==> src/rtl/tinyodin_pkg.sv <==
// Shared tinyODIN sizing constants for the spike event path.
package tinyodin_pkg;

  localparam int unsigned SPK_ADDR_W     = 8;
  localparam int unsigned SPK_FIFO_DEPTH = 16;
  localparam int unsigned OVF_CNT_W      = 16;

endpackage : tinyodin_pkg

==> src/rtl/spike_fifo_mem.sv <==
// DEPTH x M spike register array: one write port, one registered read port.
module spike_fifo_mem
  import tinyodin_pkg::*;
#(
  parameter int unsigned M     = SPK_ADDR_W,
  parameter int unsigned DEPTH = SPK_FIFO_DEPTH,
  localparam int unsigned AW   = $clog2(DEPTH)
) (
  input  logic          CLK,
  input  logic          RSTN,
  input  logic          clr_i,
  input  logic          w_en_i,
  input  logic [AW-1:0] w_idx_i,
  input  logic [M-1:0]  w_data_i,
  input  logic          r_en_i,
  input  logic [AW-1:0] r_idx_i,
  output logic [M-1:0]  r_data_o
);

  logic [M-1:0] mem [DEPTH];

  // Storage is intentionally not reset.
  always_ff @(posedge CLK) begin
    if (w_en_i) mem[w_idx_i] <= w_data_i;
  end

  // Head word holds until the next accepted read or a clear.
  always_ff @(posedge CLK or negedge RSTN) begin
    if (!RSTN)       r_data_o <= '0;
    else if (clr_i)  r_data_o <= '0;
    else if (r_en_i) r_data_o <= mem[r_idx_i];
  end

endmodule : spike_fifo_mem

==> src/rtl/spike_fifo.sv <==
// Spike event FIFO between the LIF core and the AER output stage.
// Define SPIKE_FIFO_OVF_CNT_EN to add a saturating dropped-spike counter.
module spike_fifo
  import tinyodin_pkg::*;
#(
  parameter int unsigned M     = SPK_ADDR_W,
  parameter int unsigned DEPTH = SPK_FIFO_DEPTH,
  localparam int unsigned AW   = $clog2(DEPTH)
) (
  input  logic                 CLK,
  input  logic                 RSTN,
  input  logic                 flush_i,
  input  logic                 SPK_w_en_i,
  input  logic [M-1:0]         SPK_w_addr_i,
  output logic                 FIFO_full_o,
  output logic                 FIFO_empty_o,
  input  logic                 FIFO_r_en_i,
  output logic [M-1:0]         FIFO_r_data_o,
  output logic [AW:0]          FIFO_count_o,
  output logic                 overflow_o,
  output logic [OVF_CNT_W-1:0] ovf_count_o
);

  localparam int unsigned PW = AW + 1;

  logic [PW-1:0] wr_ptr, rd_ptr;
  logic          rd_acc, wr_acc, drop;

  // Flags decode only registered pointers; the MSB is the wrap bit.
  assign FIFO_empty_o = (wr_ptr == rd_ptr);
  assign FIFO_full_o  = (wr_ptr[AW] != rd_ptr[AW]) && (wr_ptr[AW-1:0] == rd_ptr[AW-1:0]);
  assign FIFO_count_o = wr_ptr - rd_ptr;

  // A pop on a full FIFO frees the slot the same-cycle push lands in.
  assign rd_acc = !flush_i && FIFO_r_en_i && !FIFO_empty_o;
  assign wr_acc = !flush_i && SPK_w_en_i && (!FIFO_full_o || rd_acc);
  assign drop   = !flush_i && SPK_w_en_i && FIFO_full_o && !rd_acc;

  always_ff @(posedge CLK or negedge RSTN) begin
    if (!RSTN) begin
      wr_ptr     <= '0;
      rd_ptr     <= '0;
      overflow_o <= 1'b0;
    end else if (flush_i) begin
      wr_ptr     <= '0;
      rd_ptr     <= '0;
      overflow_o <= 1'b0;
    end else begin
      if (wr_acc) wr_ptr <= wr_ptr + PW'(1);
      if (rd_acc) rd_ptr <= rd_ptr + PW'(1);
      if (drop)   overflow_o <= 1'b1;
    end
  end

`ifdef SPIKE_FIFO_OVF_CNT_EN
  // Saturating count of rejected pushes.
  always_ff @(posedge CLK or negedge RSTN) begin
    if (!RSTN)                            ovf_count_o <= '0;
    else if (flush_i)                     ovf_count_o <= '0;
    else if (drop && (ovf_count_o != '1)) ovf_count_o <= ovf_count_o + OVF_CNT_W'(1);
  end
`else
  assign ovf_count_o = '0;
`endif

  spike_fifo_mem #(
    .M     (M),
    .DEPTH (DEPTH)
  ) u_mem (
    .CLK      (CLK),
    .RSTN     (RSTN),
    .clr_i    (flush_i),
    .w_en_i   (wr_acc),
    .w_idx_i  (wr_ptr[AW-1:0]),
    .w_data_i (SPK_w_addr_i),
    .r_en_i   (rd_acc),
    .r_idx_i  (rd_ptr[AW-1:0]),
    .r_data_o (FIFO_r_data_o)
  );

endmodule : spike_fifo
==> config.mk <==
export PLATFORM = sky130hd
export DESIGN_NAME = spike_fifo
export DESIGN_NICKNAME = d
export VERILOG_FILES = /design/src/rtl/tinyodin_pkg.sv /design/src/rtl/spike_fifo_mem.sv /design/src/rtl/spike_fifo.sv
export SDC_FILE = /design/constraint.sdc
export NUM_CORES = 1
export LEC_CHECK = 0
export CAP_MARGIN = 20
export CORE_ASPECT_RATIO = 0.8
export CORE_UTILIZATION = 53
export DETAILED_ROUTE_END_ITERATION = 8
export GPL_ROUTABILITY_DRIVEN = 0
export PLACE_DENSITY_LB_ADDON = 0.08
export SLEW_MARGIN = 0
export SYNTH_ARGS = -nofsm -noshare
export SYNTH_HDL_FRONTEND = slang
export SYNTH_HIERARCHICAL = 1
export SYNTH_SLANG_ARGS = --single-unit
==> constraint.sdc <==
create_clock -name CLK -period 2.9 [get_ports CLK]
set_clock_uncertainty 0.05 [all_clocks]
set_input_delay 0.29 -clock CLK [delete_from_list [all_inputs] [get_ports CLK]]
set_output_delay 0.29 -clock CLK [all_outputs]
set_load 0.02 [all_outputs]
Word-level counts from Yosys, hierarchy flattened --
Memory sizes are Yosys's and may differ from the RTL's. Index checks and enable logic that the tools add are counted.
Storage, ports and cells: memories kept 1, logic and storage cells 36, flip-flop bits (word level) 19, input bits 13, memory bits (writable) 128
Memory list:
- u_mem.mem | depth 16, width 8, rd ports 1, clocked after Yosys merged registers in 0, wr ports 1, RTL line spike_fifo_mem.sv:20 | logic [M-1:0] mem [DEPTH];
Cells by class: reduce and logical (&&, ||, !) cells 15, mux-type cells 10, add/subtract/negate cells 3, equality and inequality tests 3
Operators with widths (number):
- 5-bit 2-to-1 mux | 4
- 8-bit 2-to-1 mux | 2
- 5-bit by 1-bit adder with 5-bit output (second input constant) | 2
- 1-bit logical AND | 7
- 2-bit nonzero test | 3
- 5-bit equality test | 1
- 5-bit subtractor | 1
- 4-bit equality test | 1
- 1-bit zero test | 4
- 1-bit 2-to-1 mux | 4
- 1-bit logical OR | 1
- 1-bit inequality test | 1

Depth between registers and ports, before layout --
Gate-level depths: netlist of the first run.
depth in word-level cells 7, depth in mapped cells 9, depth with buffers taken out 8

Modules after synthesis --
The synthesis of the first run kept the hierarchy.
By module, submodules not included:
- spike_fifo_mem | seq. area each 4043.9 um^2, cells an instance 317, times used 1, area an instance 5398.9 um^2
- spike_fifo | seq. area each 275.3 um^2, cells an instance 91, times used 1, area an instance 853.3 um^2

Worst setup path after synthesis of the first run --
OpenSTA, ideal clock, no wires.
path kind flip-flop to flip-flop, start point register wr_ptr[0], end point memory u_mem/mem[0][0] (netlist name) (enable), cell stages (with the launch flop) 8, data arrival time 2.532 ns, path slack -0.065 ns, setup time 0.383 ns, cells stage by stage dfrtp_1 > inv_1 > ha_1 > nand4_1 > o31ai_4 > nor2_1 > or3b_2 > nor3_1
On the way: cells in the longest elaborated chain, start to end 7, elaborated cells on any way between the ends 10
RTL lines:
- from (decl) | RTL line spike_fifo.sv:26 | logic [PW-1:0] wr_ptr, rd_ptr;
- from (signal assigned) | RTL line spike_fifo.sv:49 | if (wr_acc) wr_ptr <= wr_ptr + PW'(1);
- 5-bit equality test / 4-bit equality test (equally long branches) | RTL line spike_fifo.sv:30, spike_fifo.sv:31
- 1-bit zero test / 1-bit logical AND (equally long branches) | RTL line spike_fifo.sv:35, spike_fifo.sv:31
- 1-bit logical AND / 1-bit zero test (equally long branches) | RTL line spike_fifo.sv:35, spike_fifo.sv:36
- 1-bit logical OR * | RTL line spike_fifo.sv:36 | assign wr_acc = !flush_i && SPK_w_en_i && (!FIFO_full_o || rd_acc);
- 1-bit logical AND * | RTL line spike_fifo.sv:36
- net wr_acc | RTL line spike_fifo.sv:27 | logic rd_acc, wr_acc, drop;
- 1-bit 2-to-1 mux * | RTL line spike_fifo_mem.sv:24 | if (w_en_i) mem[w_idx_i] <= w_data_i;
- 1-bit 2-to-1 mux (implied by the code) * | RTL line spike_fifo_mem.sv:24
- to (decl) | RTL line spike_fifo_mem.sv:20
Mark *: on every way through the listed nets, which the timed path passes. The rest lies on a longest branch.

Worst setup path in the final report of the first run --
start point register rd_ptr[2], end point output port FIFO_empty_o
On the way: cells in the longest elaborated chain, start to end 1
RTL lines:
- from (decl) | RTL line spike_fifo.sv:26
- from (signal assigned) | RTL line spike_fifo.sv:50 | if (rd_acc) rd_ptr <= rd_ptr + PW'(1);
- 5-bit equality test | RTL line spike_fifo.sv:30 | assign FIFO_empty_o = (wr_ptr == rd_ptr);
- to (decl) | RTL line spike_fifo.sv:16 | output logic FIFO_empty_o,
No other way between the ends.

==> impl_metrics.toml, run 1 <==
[outcome]
status = "complete, no violations"

[final_layout]
layout.cells.non_filler = 629
drive_gt1_frac = 0.1455
antenna_cells = 0
synthToLayoutAreaGrowth_pct = 18.59
nets = 488

[synth]
synth-edff-count = 128
synth-seq-area-share = 0.6908
ys_types = 42
syn-cell-area_mm2 = 0.006252
ys_async_sr_fraction = 0.1293
ys_ff_latch = 147
synthCells = 408
yosys_most_used_dff = "edfxtp_1"
yosysWarnings = 6
syn_area_per_cell_um2 = 15.32

[critical_path]
cp_num_buf_inv = 3
arrival_ns = 2.45
crit_family = "buffers and inverters"
required_ns = 2.56
slowest_stage = "clkdlybuf4s50_1"
crit_type = "reg2out"
worstSetupStartpointType = "flop"
cp-end-kind = "primary output"
path_cells = "inv_1 -> ha_1 -> nand4_1 -> buf_4 -> nor2_1 -> clkdlybuf4s50_1"
critPathMaxStageDelay_ns = 0.62
critPathMaxFanout = 7

[hold_path]
hp-class = "in2async"

[floorplanning]
die_y_um = 99.15
io_pins = 45
die_w_um = 123.4
core_area_mm2 = 0.01152
die-area_mm2 = 0.01224
initial_core_util = 0.5429
num_rows = 35

[cts]
insertion_delay_ns = 0.41
clkTransAtPathRegs_ns = 0.06
clock-sinks = 147
cts_made_buffers = 17
cts_max_path_buffers = 2
htreeDepth = 4
cts_tree = "done"
root_buffer = "clkbuf_16"

[global_route]
grt.overflow.total = 0
grt_pass1_vias = 3472
grt_start_max_net_pins = 40
grt_antenna_before_repair = 0
grt_use_total = 0.2360
grt_pass1_wl_mm = 20.18

[timing]
rsz0062_at_grt = "no"
slew_headroom = 0.4454
slew_viol_final = 0
fin_crit_ns = 2.785
period_share = 0.9604
fmax_ghz = 0.3590
worstMarginPinSlew_ns = 0.8311
setup_slack_ns = 0.1147
tns_ns = 0
hold_viol = 0
timing.hold.ws_ns = 0.1155
setup_violations = 0

[power]
p_total_mw = 5.624
p_leak_nw = 2.597
p_sw_frac = 0.2364
max-vdd-ir-drop_mv = 0.5303
powerDensity_mw_per_mm2 = 758.5
p_int_mw = 4.294
pwr-share-comb = 0.146
p_seq_frac = 0.420
p_sw_mw = 1.330
clkPwrFrac = 0.435

[routing]
dr.pass1.iters = 4
initialDrtViolationCount = 404
drt-wirelength-per-cell_um = 21.27
viasPerCell = 5.653
wirelength_mm = 13.38
postRouteAntennaNets = 0
drc = 0
dr_total_vias = 3556

[run]
drv_cap = 0

[placement]
hpwl_mm = 8.652
dp_slack_ns = 0.3273
io_buffers = 28
place_inst = 596
[cell usage after synthesis, types with 2 or more instances]
| cell | count | area [µm²] |
|---|---|---|
| nand2b_1 | 2 | 12.51 |
| o21ai_0 | 4 | 20.02 |
| xnor2_1 | 4 | 35.03 |
| buf_12 | 2 | 40.04 |
| ha_1 | 6 | 75.07 |
| buf_4 | 18 | 135.1 |
| nand2_1 | 25 | 93.84 |
| nor2b_1 | 2 | 12.51 |
| a21oi_1 | 6 | 30.03 |
| nand3_1 | 20 | 100.1 |
| a21o_1 | 2 | 15.01 |
| a22oi_1 | 24 | 180.2 |
| nand3b_1 | 2 | 15.01 |
| mux2i_1 | 66 | 660.6 |
| nand4_1 | 9 | 56.30 |
| inv_1 | 6 | 22.52 |
| xor2_1 | 4 | 35.03 |
| buf_6 | 4 | 45.04 |
| nor2_1 | 25 | 93.84 |
| buf_2 | 4 | 20.02 |
| nor3_1 | 5 | 25.02 |
| or3_1 | 3 | 18.77 |
| edfxtp_1 | 128 | 3844 |
| dfrtp_1 | 19 | 475.5 |
[sequential cells by signal (all words and copies together), names as in the netlist]
signal,count
wr_ptr,5
rd_ptr,5
u_mem/r_data_o,8
overflow_o,1
u_mem/mem,128
[cells in the final DEF (no fill, tap or decap), drive strengths merged, types with 5 or more instances in the layout]
cell           count
nand2             25
buf               30
nand4              9
nor2              26
dfrtp             19
inv                7
xnor2              5
xor2               5
nand3             20
clkbuf            19
a22oi             24
conb              16
a21oi              6
edfxtp           128
mux2i             66
o21ai              5
clkdlybuf4s50     27
bufinv             6
nor3               5
ha                 6
[per-layer routing]
| metal | share of wire | track usage | wire length (µm) |
|---|---|---|---|
| met5 | 0 | 0 | 0 |
| met4 | 0.0078 | 0.07692 | 104 |
| met3 | 0.036 | 0.05218 | 481 |
| met2 | 0.49 | 0.3700 | 6562 |
| met1 | 0.47 | 0.3294 | 6231 |
[timing repair]
item / CTS / global route
resized for setup: 1 / 1
hold buffers: 0 / 0
cloned: 0 / 0
endpoints found under the hold margin: 0 / 0
buffers inserted: 0 / 0
endpoints found under the setup margin: 1 / 1
[stage by stage]
step,cell area [µm²],utilization
3_3_place_gp,6723,0.5837
2_1_floorplan,6314,-
6_report,7415,0.6438
5_1_grt,7415,0.6438
4_1_cts,7386,0.6413
3_5_place_dp,6723,0.5837
[cells by family (layout without fill, tap and decap cells)]
logic type,after synthesis,count (layout),synth area share
other,1,16,0.0005998
buffers and inverters,38,96,0.04803
AND/OR/NAND/NOR,99,99,0.07665
multiplexers,66,66,0.1057
XOR/XNOR,10,10,0.01641
AO/OA/AOI/OAI,40,40,0.04663
flip-flops,147,147,0.6908
adder cells (fa/ha/maj),7,7,0.01521
[area by class of cell]
type                       count  area, µm²
sequential                   147       4324
fill                         835       4103
multi-input combinational    238       1694
timing repair buffer          58      524.3
clock buffer                  19      432.9
clock inverter                13      231.5
tap                          148      185.2
inverter                       6      22.52
[path summary, 6_finish.rpt]
path / from / to / slack, ns / cells past startpoint
worst max-delay path: rd_ptr[2] / FIFO_empty_o / 0.11 / 6
worst min-delay path: RSTN / wr_ptr[0] / 0.12 / 1
worst max register to register: rd_ptr[2] / u_mem/mem[1][1] / 0.29 / 8
worst min register to register: u_mem/r_data_o[6] / u_mem/r_data_o[6] / 0.44 / 2
max in group asynchronous: RSTN / rd_ptr[1] / 2.27 / 2
min in group CLK: u_mem/r_data_o[6] / u_mem/r_data_o[6] / 0.44 / 2
[power groups by stage]
stage	Sequential [mW]	Clock (mW)	Combinational, mW
after floorplan	2.41	0	0.597
after global placement	2.40	0	0.809
after detailed placement	2.40	0	0.818
after CTS	2.36	2.48	0.818
after global routing	2.36	2.55	0.877
final	2.36	2.45	0.818
Note: power is estimated with default switching activity, not from simulation.
==> run 2: changes to the inputs <==
Settings changed: REMOVE_ABC_BUFFERS set to 1.
==> impl_metrics.toml, run 2 (synthesis results as in run 1) <==
[timing]
setup_violations = 0
hold_viol = 0
slew_headroom = 0.4983
setup_slack_ns = 0.1700
fmax_ghz = 0.3663
rsz0062_at_grt = "no"
worstMarginPinSlew_ns = 0.7525
slew_viol_final = 0
fin_crit_ns = 2.730
tns_ns = 0
period_share = 0.9414

[hold_path]
hp-class = "in2async"

[power]
max-vdd-ir-drop_mv = 0.5887
p_leak_nw = 2.569
powerDensity_mw_per_mm2 = 742.4

[critical_path]
cp-end-kind = "primary output"
crit-reg2reg-launch = "rd_ptr[2]"
reg2reg_depth = 8
crit_type = "reg2out"
r2r_end = "u_mem/mem[0][2]"
critPathMaxFanout = 12
required_ns = 2.56
endpoint = "FIFO_count_o[3]"
worstSetupStartpointType = "flop"
reg2reg_slack_ns = 0.27
arrival_ns = 2.39
crit_start = "wr_ptr[1]"

[floorplanning]
num_rows = 35
io_pins = 45
die-area_mm2 = 0.01224
core_area_mm2 = 0.01152
die_w_um = 123.4
die_y_um = 99.15
initial_core_util = 0.5429

[routing]
dr.pass1.iters = 5
viasPerCell = 5.704
wirelength_mm = 13.08
postRouteAntennaNets = 0
initialDrtViolationCount = 334
dr_total_vias = 3559
drc = 0
drt-wirelength-per-cell_um = 20.96

[placement]
placed_area_mm2 = 0.006680
hpwl_mm = 8.623
dp_slack_ns = 0.3162
io_buffers = 28

[final_layout]
synthToLayoutAreaGrowth_pct = 17.21
layout_common_cells = "edfxtp_1, mux2i_1, nor2_1, clkdlybuf4s50_1, nand2_1"
antenna_cells = 0
design_area_mm2 = 0.007328
top_register = "u_mem/mem"
final_common_cell = "edfxtp_1"
nets = 483
reg_top3 = "u_mem/mem: 128 flops, u_mem/r_data_o: 8 flops"
largest_register_ff_count = 128
drive_gt1_frac = 0.1324

[cts]
insertion_delay_ns = 0.41
cts_made_buffers = 17
cts_tree = "done"
htreeDepth = 4
clkTransAtPathRegs_ns = 0.06
cts_hold_buf = 0
clock-sinks = 147
root_buffer = "clkbuf_16"
cts_max_path_buffers = 2

[global_route]
grt_use_total = 0.2340
grt_antenna_before_repair = 0
grt_pass1_wl_mm = 19.91
grt_pass1_vias = 3306
grt.overflow.total = 0
grt_start_max_net_pins = 68

[run]
drv_cap = 0

[outcome]
status = "complete, no violations"
[run 2: cell types whose count changed in the layout (fill, tap and decap cells not counted), sizes merged]
cell,change
clkbuf,-1
clkdlybuf4s50,-2
clkinvlp,+1
buf,-5
clkinv,+2
dlymetal6s2s,+2
bufinv,-2
[run 2: worst min-delay path by stage]
stage / slack, ns / endpoint / depth (start not counted)
2_1_floorplan: -0.06 / overflow_o / 0
3_3_place_gp: 0.44 / u_mem/r_data_o[7] / 2
3_5_place_dp: 0.44 / u_mem/r_data_o[7] / 2
4_1_cts: 0.23 / wr_ptr[2] / 1
5_1_grt: 0.27 / overflow_o / 1
6_report: 0.23 / wr_ptr[3] / 1
[run 2: layer usage]
layer / track usage / vias to the layer above / wire, µm
met5: 0 / - / 0
met4: 0.08063 / 0 / 166
met3: 0.05333 / 11 / 800
met2: 0.3171 / 139 / 5699
met1: 0.3699 / 1785 / 6410
li1: - / 1624 / -
[run 2: final cells by class]
type / count / area, µm²
flip-flops and latches: 147 / 4324
fillers: 845 / 4189
multi-input cells: 238 / 1689
repair buffers: 53 / 491.7
clock buffers: 18 / 429.2
clock inverters: 14 / 186.4
well taps: 148 / 185.2
inverters: 6 / 22.52
[run 2: what timing repair did]
action / 4_1_cts / 5_1_grt
buffers inserted: 0 / 0
endpoints found under the setup margin: 1 / 2
resized for setup: 1 / 3
[run 2: worst max-delay path, cell delays in order, from the launching register on]
cell and delay (ns):
dfrtp_1 0.59, ha_1 0.32, a21o_1 0.15, a21oi_1 0.18, xnor2_1 0.13, clkdlybuf4s50_1 0.62
[run 2: report_power, final]
part / leakage (nW) / total, mW / switching [mW] / internal (mW)
clock: 0.291 / 2.26 / 0.826 / 1.44
sequential: 1.41 / 2.36 / 0.0247 / 2.34
combinational: 0.867 / 0.816 / 0.474 / 0.342
[run 2: through the flow]
stage | power [mW] | hold WS [ns] | instances | util
final | 5.440 | 0.2289 | 624 | 0.6363
after global routing | 5.617 | 0.2731 | 624 | 0.6363
after CTS | 5.458 | 0.2327 | 623 | 0.6334
after detailed placement | 3.214 | 0.4377 | 591 | 0.5800
after global placement | 3.210 | 0.4359 | 591 | 0.5800
after floorplan | 2.954 | -0.05559 | 391 | -
==> run 3: changes to the inputs <==
Settings changed: CAP_MARGIN 20 to not set.
==> impl_metrics.toml, run 3 (synthesis results as in run 1) <==
[critical_path]
cp-end-kind = "primary output"
slowest_stage = "clkdlybuf4s50_1"
reg2reg_depth = 8
path_cells = "ha_1 -> a21o_1 -> a21oi_1 -> xnor2_1 -> clkdlybuf4s50_1"
endpoint = "FIFO_count_o[3]"
crit_type = "reg2out"
worstSetupStartpointType = "flop"
critPathMaxFanout = 12
arrival_ns = 2.38
r2r_end = "u_mem/mem[0][2]"
crit_start = "wr_ptr[1]"
critPathMaxStageDelay_ns = 0.62
reg2reg_slack_ns = 0.28
crit-reg2reg-launch = "rd_ptr[2]"
required_ns = 2.56

[cts]
cts_hold_buf = 0
root_buffer = "clkbuf_16"
insertion_delay_ns = 0.40
cts_made_buffers = 17
cts_setup_buffers = 0
clkTransAtPathRegs_ns = 0.06
cts_max_path_buffers = 2
clock-sinks = 147
htreeDepth = 4
cts_tree = "done"

[hold_path]
hp-class = "in2async"

[routing]
initialDrtViolationCount = 329
wirelength_mm = 13.06
drc = 0
dr_total_vias = 3534
dr.pass1.iters = 5
viasPerCell = 5.673
postRouteAntennaNets = 0
drt-wirelength-per-cell_um = 20.96

[timing]
fin_crit_ns = 2.720
worstMarginPinSlew_ns = 1.189
rsz0062_at_grt = "no"
fmax_ghz = 0.3677
slew_viol_final = 0
slew_headroom = 0.2071
period_share = 0.9379
setup_violations = 0
hold_viol = 0

[floorplanning]
io_pins = 45
die_w_um = 123.4
num_rows = 35
core_area_mm2 = 0.01152
initial_core_util = 0.5429
die-area_mm2 = 0.01224
die_y_um = 99.15

[final_layout]
layout.cells.non_filler = 623
antenna_cells = 0
drive_gt1_frac = 0.1305
top_register = "u_mem/mem"
layout_common_cells = "edfxtp_1, mux2i_1, nor2_1, clkdlybuf4s50_1, nand2_1"
finalCoreUtilization = 0.6339
final_common_cell = "edfxtp_1"
reg_top3 = "u_mem/mem: 128 flops, u_mem/r_data_o: 8 flops"
largest_register_ff_count = 128
synthToLayoutAreaGrowth_pct = 16.77
nets = 482
fillers = 848

[power]
max-vdd-ir-drop_mv = 0.4713
powerDensity_mw_per_mm2 = 743.0
p_leak_nw = 2.557

[global_route]
grt_antenna_before_repair = 0
grt_start_max_net_pins = 68
grt.overflow.total = 0
grt_pass1_vias = 3306
grt_pass1_wl_mm = 19.91
grt_use_total = 0.2340

[outcome]
status = "complete, no violations"

[placement]
io_buffers = 28
place_inst = 591
hpwl_mm = 8.623

[run]
drv_cap = 0
[run 3: cell count changes in the layout (fill, tap and decap cells not counted), sizes merged]
cell  change
buf       -1
[run 3: layout make-up]
| cell class | count | area, µm² | area share |
|---|---|---|---|
| Timing Repair Buffer | 52 | 464.2 | 0.06358 |
| Sequential cell | 147 | 4324 | 0.5923 |
| Tap cell | 148 | 185.2 | 0.02536 |
| Clock buffer | 18 | 429.2 | 0.05878 |
| Clock inverter | 14 | 186.4 | 0.02554 |
| Multi-Input combinational cell | 238 | 1689 | 0.2314 |
| Inverter | 6 | 22.52 | 0.003085 |
[run 3: repair_timing]
item	CTS	global route
setup endpoints to repair	1	2
pin swaps	0	0
gates resized for setup	1	3
gates cloned	0	0
[run 3: per-layer routing]
| layer | track usage | vias to the layer above | part of all wire |
|---|---|---|---|
| met5 | 0 | - | 0 |
| met4 | 0.08063 | 0 | 0.0096 |
| met3 | 0.05333 | 6 | 0.080 |
| met2 | 0.3171 | 135 | 0.44 |
| met1 | 0.3699 | 1771 | 0.47 |
| li1 | - | 1622 | - |
[run 3: worst min-delay path by stage]
stage	from	to	slack, ns	cells after the start
floorplan	RSTN	overflow_o	-0.06	0
global placement	u_mem/r_data_o[7]	u_mem/r_data_o[7]	0.44	2
detailed placement	u_mem/r_data_o[7]	u_mem/r_data_o[7]	0.44	2
CTS	RSTN	wr_ptr[2]	0.23	1
global route	RSTN	overflow_o	0.27	1
finish	RSTN	overflow_o	0.22	1
[run 3: worst max-delay path: cells and delay by family (launching register included)]
family | cells | cell delay (ns)
buffers and inverters | 1 | 0.62
flip-flops | 1 | 0.58
AO/OA/AOI/OAI | 2 | 0.32
adder cells (fa/ha/maj) | 1 | 0.31
XOR/XNOR | 1 | 0.13
[run 3: metrics by stage]
stage	setup slack (ns)	cell area [µm²]	total power, mW	TNS [ns]	hold WS, ns
after floorplan	-1.980	6031	2.954	-219.70	-0.05559
after global placement	0.3975	6680	3.210	0	0.4359
after detailed placement	0.3162	6680	3.214	0	0.4377
after CTS	0.08880	7295	5.458	0	0.2327
after global routing	0.03968	7301	5.605	0	0.2731
final	0.1801	7301	5.424	0	0.2223
[run 3: where the power goes]
| group | leakage [nW] | switching, mW | total, mW | internal, mW |
|---|---|---|---|---|
| Clock | 0.291 | 0.822 | 2.26 | 1.44 |
| Sequential | 1.41 | 0.0244 | 2.36 | 2.34 |
| Combinational | 0.855 | 0.471 | 0.805 | 0.334 |
| Total | 2.56 | 1.32 | 5.42 | 4.11 |
